### src/rtl/add_sub_serial.sv
// Multi-cycle add/subtract unit: CHUNK_WIDTH bits per cycle, LSB chunk first, registered inter-chunk carry.
// Optional result saturation on signed overflow is enabled by defining ADD_SUB_SAT_EN.
module add_sub_serial #(
  parameter int DATA_WIDTH  = 32,
  parameter int CHUNK_WIDTH = 8
) (
  input  logic                  clock,
  input  logic                  reset_n,
  input  logic                  start,
  input  logic                  op,
  input  logic [DATA_WIDTH-1:0] operand_a,
  input  logic [DATA_WIDTH-1:0] operand_b,
  output logic                  busy,
  output logic [DATA_WIDTH-1:0] result,
  output logic                  carry_out,
  output logic                  overflow,
  output logic                  complete,
  output logic [1:0]            state_dbg
);

  // Handshake: start is a request taken only in IDLE (operands/op captured on that edge);
  // complete is a one-cycle pulse marking result/flags valid, which then hold until the next accepted start.

  localparam int NUM_CHUNKS = DATA_WIDTH / CHUNK_WIDTH;
  localparam int CNT_W      = (NUM_CHUNKS > 1) ? $clog2(NUM_CHUNKS) : 1;
  localparam int IDX_W      = (DATA_WIDTH > 1) ? $clog2(DATA_WIDTH) : 1;
  localparam logic [CNT_W-1:0] LAST_CHUNK = CNT_W'(NUM_CHUNKS - 1);

  typedef enum logic [1:0] {
    IDLE    = 2'd0,
    COMPUTE = 2'd1,
    DONE    = 2'd2
  } state_t;

  state_t                  state;
  state_t                  state_next;
  logic [DATA_WIDTH-1:0]   a_q;
  logic [DATA_WIDTH-1:0]   b_q;
  logic                    carry_q;
  logic [CNT_W-1:0]        cnt;
  logic [IDX_W-1:0]        base;
  logic [CHUNK_WIDTH:0]    chunk_sum;
  logic                    ovf_calc;

  assign state_dbg = state;
  assign base      = IDX_W'(int'(cnt) * CHUNK_WIDTH);
  assign chunk_sum = {1'b0, a_q[base +: CHUNK_WIDTH]}
                   + {1'b0, b_q[base +: CHUNK_WIDTH]}
                   + {{CHUNK_WIDTH{1'b0}}, carry_q};
  // b_q already holds ~b for subtraction, so this is the usual same-sign-in, different-sign-out test.
  assign ovf_calc  = (a_q[DATA_WIDTH-1] == b_q[DATA_WIDTH-1]) &&
                     (result[DATA_WIDTH-1] != a_q[DATA_WIDTH-1]);

  always_ff @(posedge clock or negedge reset_n) begin
    if (!reset_n) begin
      state <= IDLE;
    end else begin
      state <= state_next;
    end
  end

  always_comb begin
    state_next = state;
    case (state)
      IDLE:    if (start) state_next = COMPUTE;
      COMPUTE: if (cnt == LAST_CHUNK) state_next = DONE;
      DONE:    state_next = IDLE;
      default: state_next = IDLE;
    endcase
  end

  always_ff @(posedge clock or negedge reset_n) begin
    if (!reset_n) begin
      a_q       <= '0;
      b_q       <= '0;
      carry_q   <= 1'b0;
      cnt       <= '0;
      result    <= '0;
      carry_out <= 1'b0;
      overflow  <= 1'b0;
      busy      <= 1'b0;
      complete  <= 1'b0;
    end else begin
      complete <= 1'b0;
      if (complete) busy <= 1'b0;
      case (state)
        IDLE: begin
          if (start) begin
            a_q     <= operand_a;
            b_q     <= op ? ~operand_b : operand_b;
            carry_q <= op;
            cnt     <= '0;
            busy    <= 1'b1;
          end
        end
        COMPUTE: begin
          result[base +: CHUNK_WIDTH] <= chunk_sum[CHUNK_WIDTH-1:0];
          carry_q <= chunk_sum[CHUNK_WIDTH];
          cnt     <= cnt + 1'b1;
        end
        DONE: begin
          carry_out <= carry_q;
          overflow  <= ovf_calc;
          complete  <= 1'b1;
`ifdef ADD_SUB_SAT_EN
          // Sign of a tells the overflow direction: a >= 0 means positive overflow.
          if (ovf_calc)
            result <= {a_q[DATA_WIDTH-1], {(DATA_WIDTH-1){~a_q[DATA_WIDTH-1]}}};
`endif
        end
        default: ;
      endcase
    end
  end

endmodule

### config.mk
export PLATFORM = sky130hd
export DESIGN_NAME = add_sub_serial
export DESIGN_NICKNAME = d
export VERILOG_FILES = /design/src/rtl/add_sub_serial.sv
export SDC_FILE = /design/constraint.sdc
export NUM_CORES = 1
export LEC_CHECK = 0
export BUFFER_PORTS_ARGS = -buffer_cell sky130_fd_sc_hd__buf_2
export CORE_UTILIZATION = 45
export CTS_BUF_LIST = sky130_fd_sc_hd__clkbuf_2 sky130_fd_sc_hd__clkbuf_4 sky130_fd_sc_hd__clkbuf_8
export DETAILED_ROUTE_END_ITERATION = 7
export PLACE_DENSITY_LB_ADDON = 0.2
export SYNTH_ARGS = -nofsm -noshare
export SYNTH_HDL_FRONTEND = slang
export SYNTH_SLANG_ARGS = --single-unit
### constraint.sdc
create_clock -name clock -period 3.1 [get_ports clock]
set_input_delay 0.465 -clock clock [delete_from_list [all_inputs] [get_ports clock]]
set_output_delay 0.465 -clock clock [all_outputs]
set_load 0.01 [all_outputs]
# ---- Word-level counts from Yosys, hierarchy flattened
# Index checks and enable logic that the tools add are counted.
dict set report word_totals {
  ff_bits 105
  latch_bits 0
  ramBits 0
  rom_bits 0
  in_bits 68
  output_inout_bits 38
  word_cells 45
  memories 0
}
dict set report op_classes {
  n_addsub 4
  mul 0
  div 0
  order_cmp 0
  n_eq_ne 7
  shifts 4
  n_mux 13
  bitwise 1
  n_reduce_logical 6
}
# op n
set op_table {}
lappend op_table {{indexed part select 32 x 6 -> 8 bit} 2}
lappend op_table {{bitwise mux 32 bit} 1}
lappend op_table {{2-to-1 mux 32 bit} 1}
lappend op_table {{inverter 32 bit} 1}
lappend op_table {{variable shift 8 x 7 -> 32 bit (first input constant)} 1}
lappend op_table {{indexed part select 8 x 7 -> 32 bit} 1}
lappend op_table {{adder 8 x 8 -> 9 bit} 1}
lappend op_table {{adder 9 x 1 -> 9 bit} 1}
lappend op_table {{case mux 2 bit (2 select lines)} 2}
lappend op_table {{negator 5 -> 7 bit} 1}
lappend op_table {{2-to-1 mux 2 bit} 3}
lappend op_table {{AND reduction 2 bit} 3}
lappend op_table {{2-to-1 mux 1 bit} 5}
lappend op_table {{== test 2 bit (second input constant)} 2}
lappend op_table {{inequality test 2 bit (second input constant)} 2}
lappend op_table {{adder 2 x 1 -> 2 bit (second input constant)} 1}
lappend op_table {{== test 2 x 1 -> 1 bit (second input constant)} 1}
lappend op_table {{zero test 2 bit} 1}
lappend op_table {{case mux 1 bit (2 select lines)} 1}
lappend op_table {{nonzero test 2 bit} 1}
lappend op_table {{== test 1 bit} 1}
lappend op_table {{logical AND 1 bit} 1}
lappend op_table {{inequality test 1 bit} 1}

# ---- Depth between registers and ports, before layout
# Gate-level depths: netlist of the first run.
dict set report logic_depth {
  word_depth 5
  depth_mapped 11
  depth_no_buf 9
}

# ---- Worst setup path after synthesis of the first run
# Ideal clock, no wire load.
dict set report synth_timing {
  path_kind {register -> register}
  startpoint {register cnt[0]}
  endpoint {register result[14]}
  setup_ps 135
  t_arrival_ps 3081
  t_required_ps 2965
  setup_slack_ps -116
  stages_incl_launch_ff 12
  n_path_buf 2
  period_less_slack_ps 3216
  path_cell_list {dfrtp_1 buf_2 buf_4 mux4_2 fa_1 inv_1 fa_1 nor2b_4 o31a_1 or4_1 o311ai_2 o21ai_1}
}
dict set report synth_between {
  elab_chain_cells 5
  elab_cells_between_ends 8
  cone_classes {add/sub: 3; shift: 4; mux: 1}
}
# item line
set synth_lines {}
lappend synth_lines {{from (decl)} 40} ;# logic [CNT_W-1:0] cnt;
lappend synth_lines {{from (signal assigned)} 99} ;# cnt <= cnt + 1'b1;
lappend synth_lines {{indexed part select 32 x 6 -> 8 bit, on equally long branches} {47, 48}}
lappend synth_lines {{adder 8 x 8 -> 9 bit} 48} ;# + {1'b0, b_q[base +: CHUNK_WIDTH]}
lappend synth_lines {{adder 9 x 1 -> 9 bit} 49} ;# + {{CHUNK_WIDTH{1'b0}}, carry_q};
lappend synth_lines {{indexed part select 8 x 7 -> 32 bit} 97} ;# result[base +: CHUNK_WIDTH] <= chunk_sum[CHUNK_WIDTH-1:0];
lappend synth_lines {{bitwise mux 32 bit (*)} 97}
lappend synth_lines {{to (signal, indexed assignment)} 97}
lappend synth_lines {{to (decl)} 14} ;# output logic [DATA_WIDTH-1:0] result,
# Every way passes the cells marked *; elsewhere a longest branch is shown, timed or not.
# A chain may end at the register's enable or synchronous reset.

# ---- Worst setup path after layout of the first run
# Ends and elaborated chain as after synthesis.

==> results.ini, run 1 <==
[cts]
clk_pin_slew_ns=0.10
cts_sinks=105
cts_tree=done
cts-root-buf=clkbuf_8
cts_made_buffers=9
clock_path_buffers=2
clk_latency_ns=0.37
htree_levels=3

[yosys]
ys_seq_elements=105
synth_area_leader_cell=dfrtp_1
netlist-cell-type-count=43
synthCells=407
ys.flop_type=dfrtp_1
synthesis.area_mm2=0.004972
synth_edf_count=0
synth_top_area_frac=0.5284
async_reset_ff_frac=1.000
ys_seq_area_frac=0.5284
synthTopCellsByArea=dfrtp_1, mux2_2, mux4_2, xnor2_1, a21oi_1
syn_area_per_cell_um2=12.22
syn_nets=489
synth.yosys.warnings=0

[timing]
timing.fmax_ghz=0.3388
hold_viol=0
tightest_slew_ns=0.9372
grt_setup_unrepaired=false
drv_slew=0
fin_crit_sh=0.9521
min_period_ns=2.951
finalSetupViolations=0
skew_ns=0.008089
setup-tns-final_ns=0
slew_headroom=0.3752

[grt]
busiest_layer=met2
antenna_found_initial=0
grt_pass1_vias=3473
grt_usage=0.2059
use_met3=0.05289
grt_use_met2=0.3525
gr-total-overflow=0
grt_pass1_wl_um=17820
grt_max_degree=98
gr-usage-met1=0.2588

[pwr]
leakagePower_uw=0.002665
p_sw_uw=3092
intPower_uw=4113
p_total_uw=7205
clkPwrFrac=0.119
combPwrFrac=0.553
power_per_cell_area_mw_per_mm2=1232
swShare=0.4291
p_seq_frac=0.328
vdd_drop_max_mv=0.7733

[min_path]
hold_class=in -> async

[status]
outcome=completed

[place]
gp_congestion=0.8170
io_buffers=105
dp.final_hpwl_um=7942

[drt]
drt_iter0_drc=220
drc=0
vias=3431
drt_wl_total_um=10830
drtPass1Iterations=6
vias_per_cell=5.262
ant_nets=0
wl_per_cell_um=16.61

[floorplanning]
fp.dieW_um=107.1
start_util=0.4607
rows=38
fp.dieH_um=107.1
core_area_mm2=0.01079
pin_count=106
die_area_mm2=0.01147

[setup_path]
arrival_ns=3.20
startpoint_type=register
crit_fanout=4
path_class=reg -> reg
required_ns=3.34
endpoint_kind=register

[cells_and_area]
final_nets=589
drive_gt1_frac=0.3613
syn_to_final_growth_pct=17.64
n_antenna_cell=0

[job]
cap_violations=0

## power by group through the flow
stage	clock, uW	combinational [uW]	sequential (uW)
3_3_place_gp	0	3850	2380
6_report	860	3980	2360
5_1_grt	945	4420	2440
4_1_cts	893	3960	2370
3_5_place_dp	0	3930	2400
2_1_floorplan	0	2860	2310
## layout by cell type (no fill, tap or decap), types with 2 or more instances in the layout
cell type / instances
o21ai_0: 9
nand4_1: 2
mux4_2: 16
inv_1: 10
mux2i_1: 2
o21ai_1: 3
nor3_1: 2
buf_4: 5
nor2_1: 42
or3_1: 2
fa_1: 2
a22o_1: 20
clkbuf_8: 9
nand2_1: 23
buf_2: 104
buf_12: 2
a21o_1: 2
ha_1: 12
nor2b_1: 3
clkinvlp_4: 2
nand2b_1: 2
dfrtp_1: 104
clkbuf_4: 3
mux2_2: 33
o21ai_2: 2
a21oi_1: 40
xor2_1: 2
xnor2_1: 33
o21a_1: 2
## through the flow
step	hold WS [ns]	util	setup slack [ns]	instance area (um2)	std cells
2_1_floorplan	0.1694	-	0.01325	4980	407
6_report	0.1324	0.5420	0.1485	5849	652
4_1_cts	0.1525	0.5414	0.1198	5843	652
5_1_grt	0.1684	0.5420	0.03614	5849	652
3_3_place_gp	0.4577	0.5228	0.2216	5643	636
3_5_place_dp	0.4654	0.5228	0.1278	5643	636
## cells by family (layout without fill, tap and decap cells)
group,Yosys count,count (layout),share of synthesized area
buffers and inverters,32,137,0.02944
xor gates and xnor gates,35,35,0.06165
muxes,52,52,0.1535
and+or+nand+nor,83,83,0.07700
adders and majority gates,14,14,0.03825
AOI/OAI and AO/OA,86,86,0.1117
DFF,105,105,0.5284
## synth_stat cells, drive strengths merged (4+ instances only)
cell / instances
dfrtp: 105
nor2: 42
a21oi: 40
mux2: 34
xnor2: 33
nand2: 23
a22o: 20
buf: 16
mux4: 16
o21ai: 14
ha: 12
inv: 10
clkbuf: 6
nor2b: 4
nor3: 4
## final timing paths
path / from / slack, ns / end / depth (start not counted)
worst max-delay path: cnt[0] / 0.15 / result[14] / 9
worst max register to register: cnt[0] / 0.15 / result[14] / 9
min in group clock: operand_a[13] / 0.30 / a_q[13] / 2
max in group asynchronous: reset_n / 2.25 / cnt[0] / 2
worst min-delay path: reset_n / 0.13 / result[2] / 1
worst min register to register: busy / 0.48 / busy / 1
## area by class of cell
class | instances | area, um2
Timing Repair Buffer | 111 | 598.1
Tap cell | 140 | 175.2
Inverter | 10 | 37.54
Clock buffer | 12 | 146.4
Fill cell | 949 | 4943
Sequential cell | 105 | 2629
Multi-Input combinational cell | 270 | 2210
Clock inverter | 4 | 53.80
## timing repair
action	4_1_cts	5_1_grt
gates resized for setup	0	2
hold buffers	0	0
buffers inserted	0	0
setup endpoints to repair	0	3
## per-layer routing
metal	up-vias	share of wire
li1	1631	-
met2	89	0.51
met3	10	0.054
met1	1701	0.43
met5	-	0
met4	0	0.0086
## critical path: stages (launching register included)
cell	delay [ns]
dfrtp_2	0.42
mux4_2	0.53
fa_1	0.46
inv_1	0.09
fa_1	0.26
nor2b_4	0.06
o31a_1	0.29
or4_1	0.43
o311ai_2	0.14
o21ai_1	0.14
## sequential cells by signal, indices dropped and copies added (netlist names)
| name | flops |
|---|---|
| a_q | 32 |
| b_q | 32 |
| result | 32 |
| cnt | 2 |
| state_dbg | 2 |
| busy | 1 |
| carry_out | 1 |
| carry_q | 1 |
| complete | 1 |
| overflow | 1 |
(Power assumes the default switching activity.)
==> inputs of run 2 (changes only) <==
--- a/config.mk
+++ b/config.mk
@@ -5,11 +5,13 @@
 export SDC_FILE = /design/constraint.sdc
 export NUM_CORES = 1
 export LEC_CHECK = 0
-export BUFFER_PORTS_ARGS = -buffer_cell sky130_fd_sc_hd__buf_2
+export CORE_MARGIN = 4
 export CORE_UTILIZATION = 45
 export CTS_BUF_LIST = sky130_fd_sc_hd__clkbuf_2 sky130_fd_sc_hd__clkbuf_4 sky130_fd_sc_hd__clkbuf_8
 export DETAILED_ROUTE_END_ITERATION = 7
+export DONT_BUFFER_PORTS = 1
 export PLACE_DENSITY_LB_ADDON = 0.2
+export REMOVE_ABC_BUFFERS = 1
 export SYNTH_ARGS = -nofsm -noshare
 export SYNTH_HDL_FRONTEND = slang
 export SYNTH_SLANG_ARGS = --single-unit
==> results.ini, run 2 (synthesis gave the netlist of run 1 again) <==
[status]
outcome=completed

[cts]
cts_tree=done
cts_sinks=105
htree_levels=3
cts_setup_buffers=0
clock_path_buffers=2
clk_pin_slew_ns=0.10
cts-root-buf=clkbuf_8
cts_made_buffers=9
clk_latency_ns=0.36

[floorplanning]
start_util=0.4587
fp.dieW_um=113.1
die_area_mm2=0.01280
fp.dieH_um=113.1
core_area_mm2=0.01084
rows=38
pin_count=106

[setup_path]
arrival_ns=3.15
path_class=reg -> reg
worstPathCellList=mux4_2 -> fa_1 -> inv_1 -> fa_1 -> nor2b_4 -> o31a_1 -> or4_1 -> o311ai_2 -> o21ai_1
critPathLaunch=cnt[0]
crit_path_max_incr_delay_ns=0.52
r2r-start=cnt[0]
startpoint_type=register
crit_fanout=4
endpoint_kind=register
required_ns=3.34
crit_top_cell=fa_1
slowest_stage=mux4_2

[timing]
slew_headroom=0.6527
grt_setup_unrepaired=false
timing.fmax_ghz=0.3432
drv_slew=0
fin_crit_sh=0.9401
min_period_ns=2.914
setup_slack_ns=0.1858
finalSetupViolations=0
hold_viol=0
tightest_slew_ns=0.5210
skew_ns=0.01064

[cells_and_area]
final_area_mm2=0.005339
layout.cells.non_filler=548
layout_common_cells=dfrtp_1, nor2_1, a21oi_1
reg_top3=a_q x32, b_q x32, result x32
final_nets=485
n_antenna_cell=0
n_fill_cell=979
final_util=0.4925
syn_to_final_growth_pct=7.373
layout_commonest_cell=dfrtp_1
drive_gt1_frac=0.1985

[drt]
drt_wl_total_um=10800
wl_per_cell_um=19.70
drtPass1Iterations=5
drt_iter0_drc=262
vias=3087
vias_per_cell=5.633
drc=0
ant_nets=0

[grt]
grt_max_degree=106
antenna_found_initial=0
grt_usage=0.1768
grt_pass1_vias=3271
gr-total-overflow=0
grt_pass1_wl_um=17870

[pwr]
vdd_drop_max_mv=0.5017
clkPwrFrac=0.121
p_seq_frac=0.355
power_per_cell_area_mw_per_mm2=1299
swShare=0.4299
p_sw_uw=2982
combPwrFrac=0.524
leakagePower_uw=0.002215
intPower_uw=3955

[place]
dp.final_hpwl_um=7705
gp_congestion=0.8146
io_buffers=0
place_inst=531
post-place-ws_ns=0.1675
post_dp_cell_area_mm2=0.005102

[job]
cap_violations=0

[min_path]
hold_class=in -> async

-- run 2: per-layer routing --
| layer | wire length [um] | GRT usage | vias up |
|---|---|---|---|
| met3 | 880 | 0.06417 | 13 |
| met4 | 147 | 0.04808 | 0 |
| met1 | 4583 | 0.2274 | 1549 |
| met2 | 5186 | 0.2844 | 103 |
| met5 | 0 | 0 | - |
| li1 | - | - | 1422 |
-- run 2: path summary, 6_finish.rpt --
path                               to  slack [ns]  depth (start not counted)
setup / recovery           result[14]        0.19                          9
max in group asynchronous     a_q[12]        2.67                          1
hold reg to reg               a_q[13]        0.50                          1
min in group clock            a_q[13]        0.24                          1
setup reg to reg           result[14]        0.19                          9
hold / removal                 cnt[0]        0.01                          1
-- run 2: repair_timing --
action / CTS / global route
setup endpoints to repair: 0 / 4
hold buffers: 1 / 0
gates resized for setup: 0 / 3
hold endpoints to repair: 105 / 0
-- run 2: cell type report --
type                       count  area (um2)  area share
clock buffer                  12       165.2     0.03094
clock inverter                 4       33.78    0.006328
inverter                      10       37.54    0.007031
multi-input combinational    270        2210      0.4139
sequential                   105        2629      0.4924
tap                          140       175.2     0.03281
timing repair buffer           7       88.84     0.01664
-- run 2: stage by stage --
stage / hold WS, ns / setup TNS, ns / power (uW)
final: 0.009837 / 0 / 6937
after global routing: 0.02836 / 0 / 7547
after CTS: 0.04955 / 0 / 6961
after detailed placement: 0.1740 / 0 / 6067
after global placement: 0.1736 / 0 / 5972
after floorplan: 0.1694 / -66.85 / 5100
-- run 2: power groups by stage --
stage          logic [uW]  registers, uW  clock network [uW]
6_report             3630           2460                 841
5_1_grt              4070           2550                 926
4_1_cts              3610           2480                 872
3_5_place_dp         3560           2510                   0
3_3_place_gp         3490           2490                   0
2_1_floorplan        2700           2400                   0
-- run 2: critical path, delay by kind of cell (launching register included) --
kind | cells | cell delay, ns
adders and majority gates | 2 | 0.70
AOI/OAI and AO/OA | 3 | 0.57
muxes | 1 | 0.52
and+or+nand+nor | 2 | 0.49
DFF | 1 | 0.43
buffers and inverters | 1 | 0.09
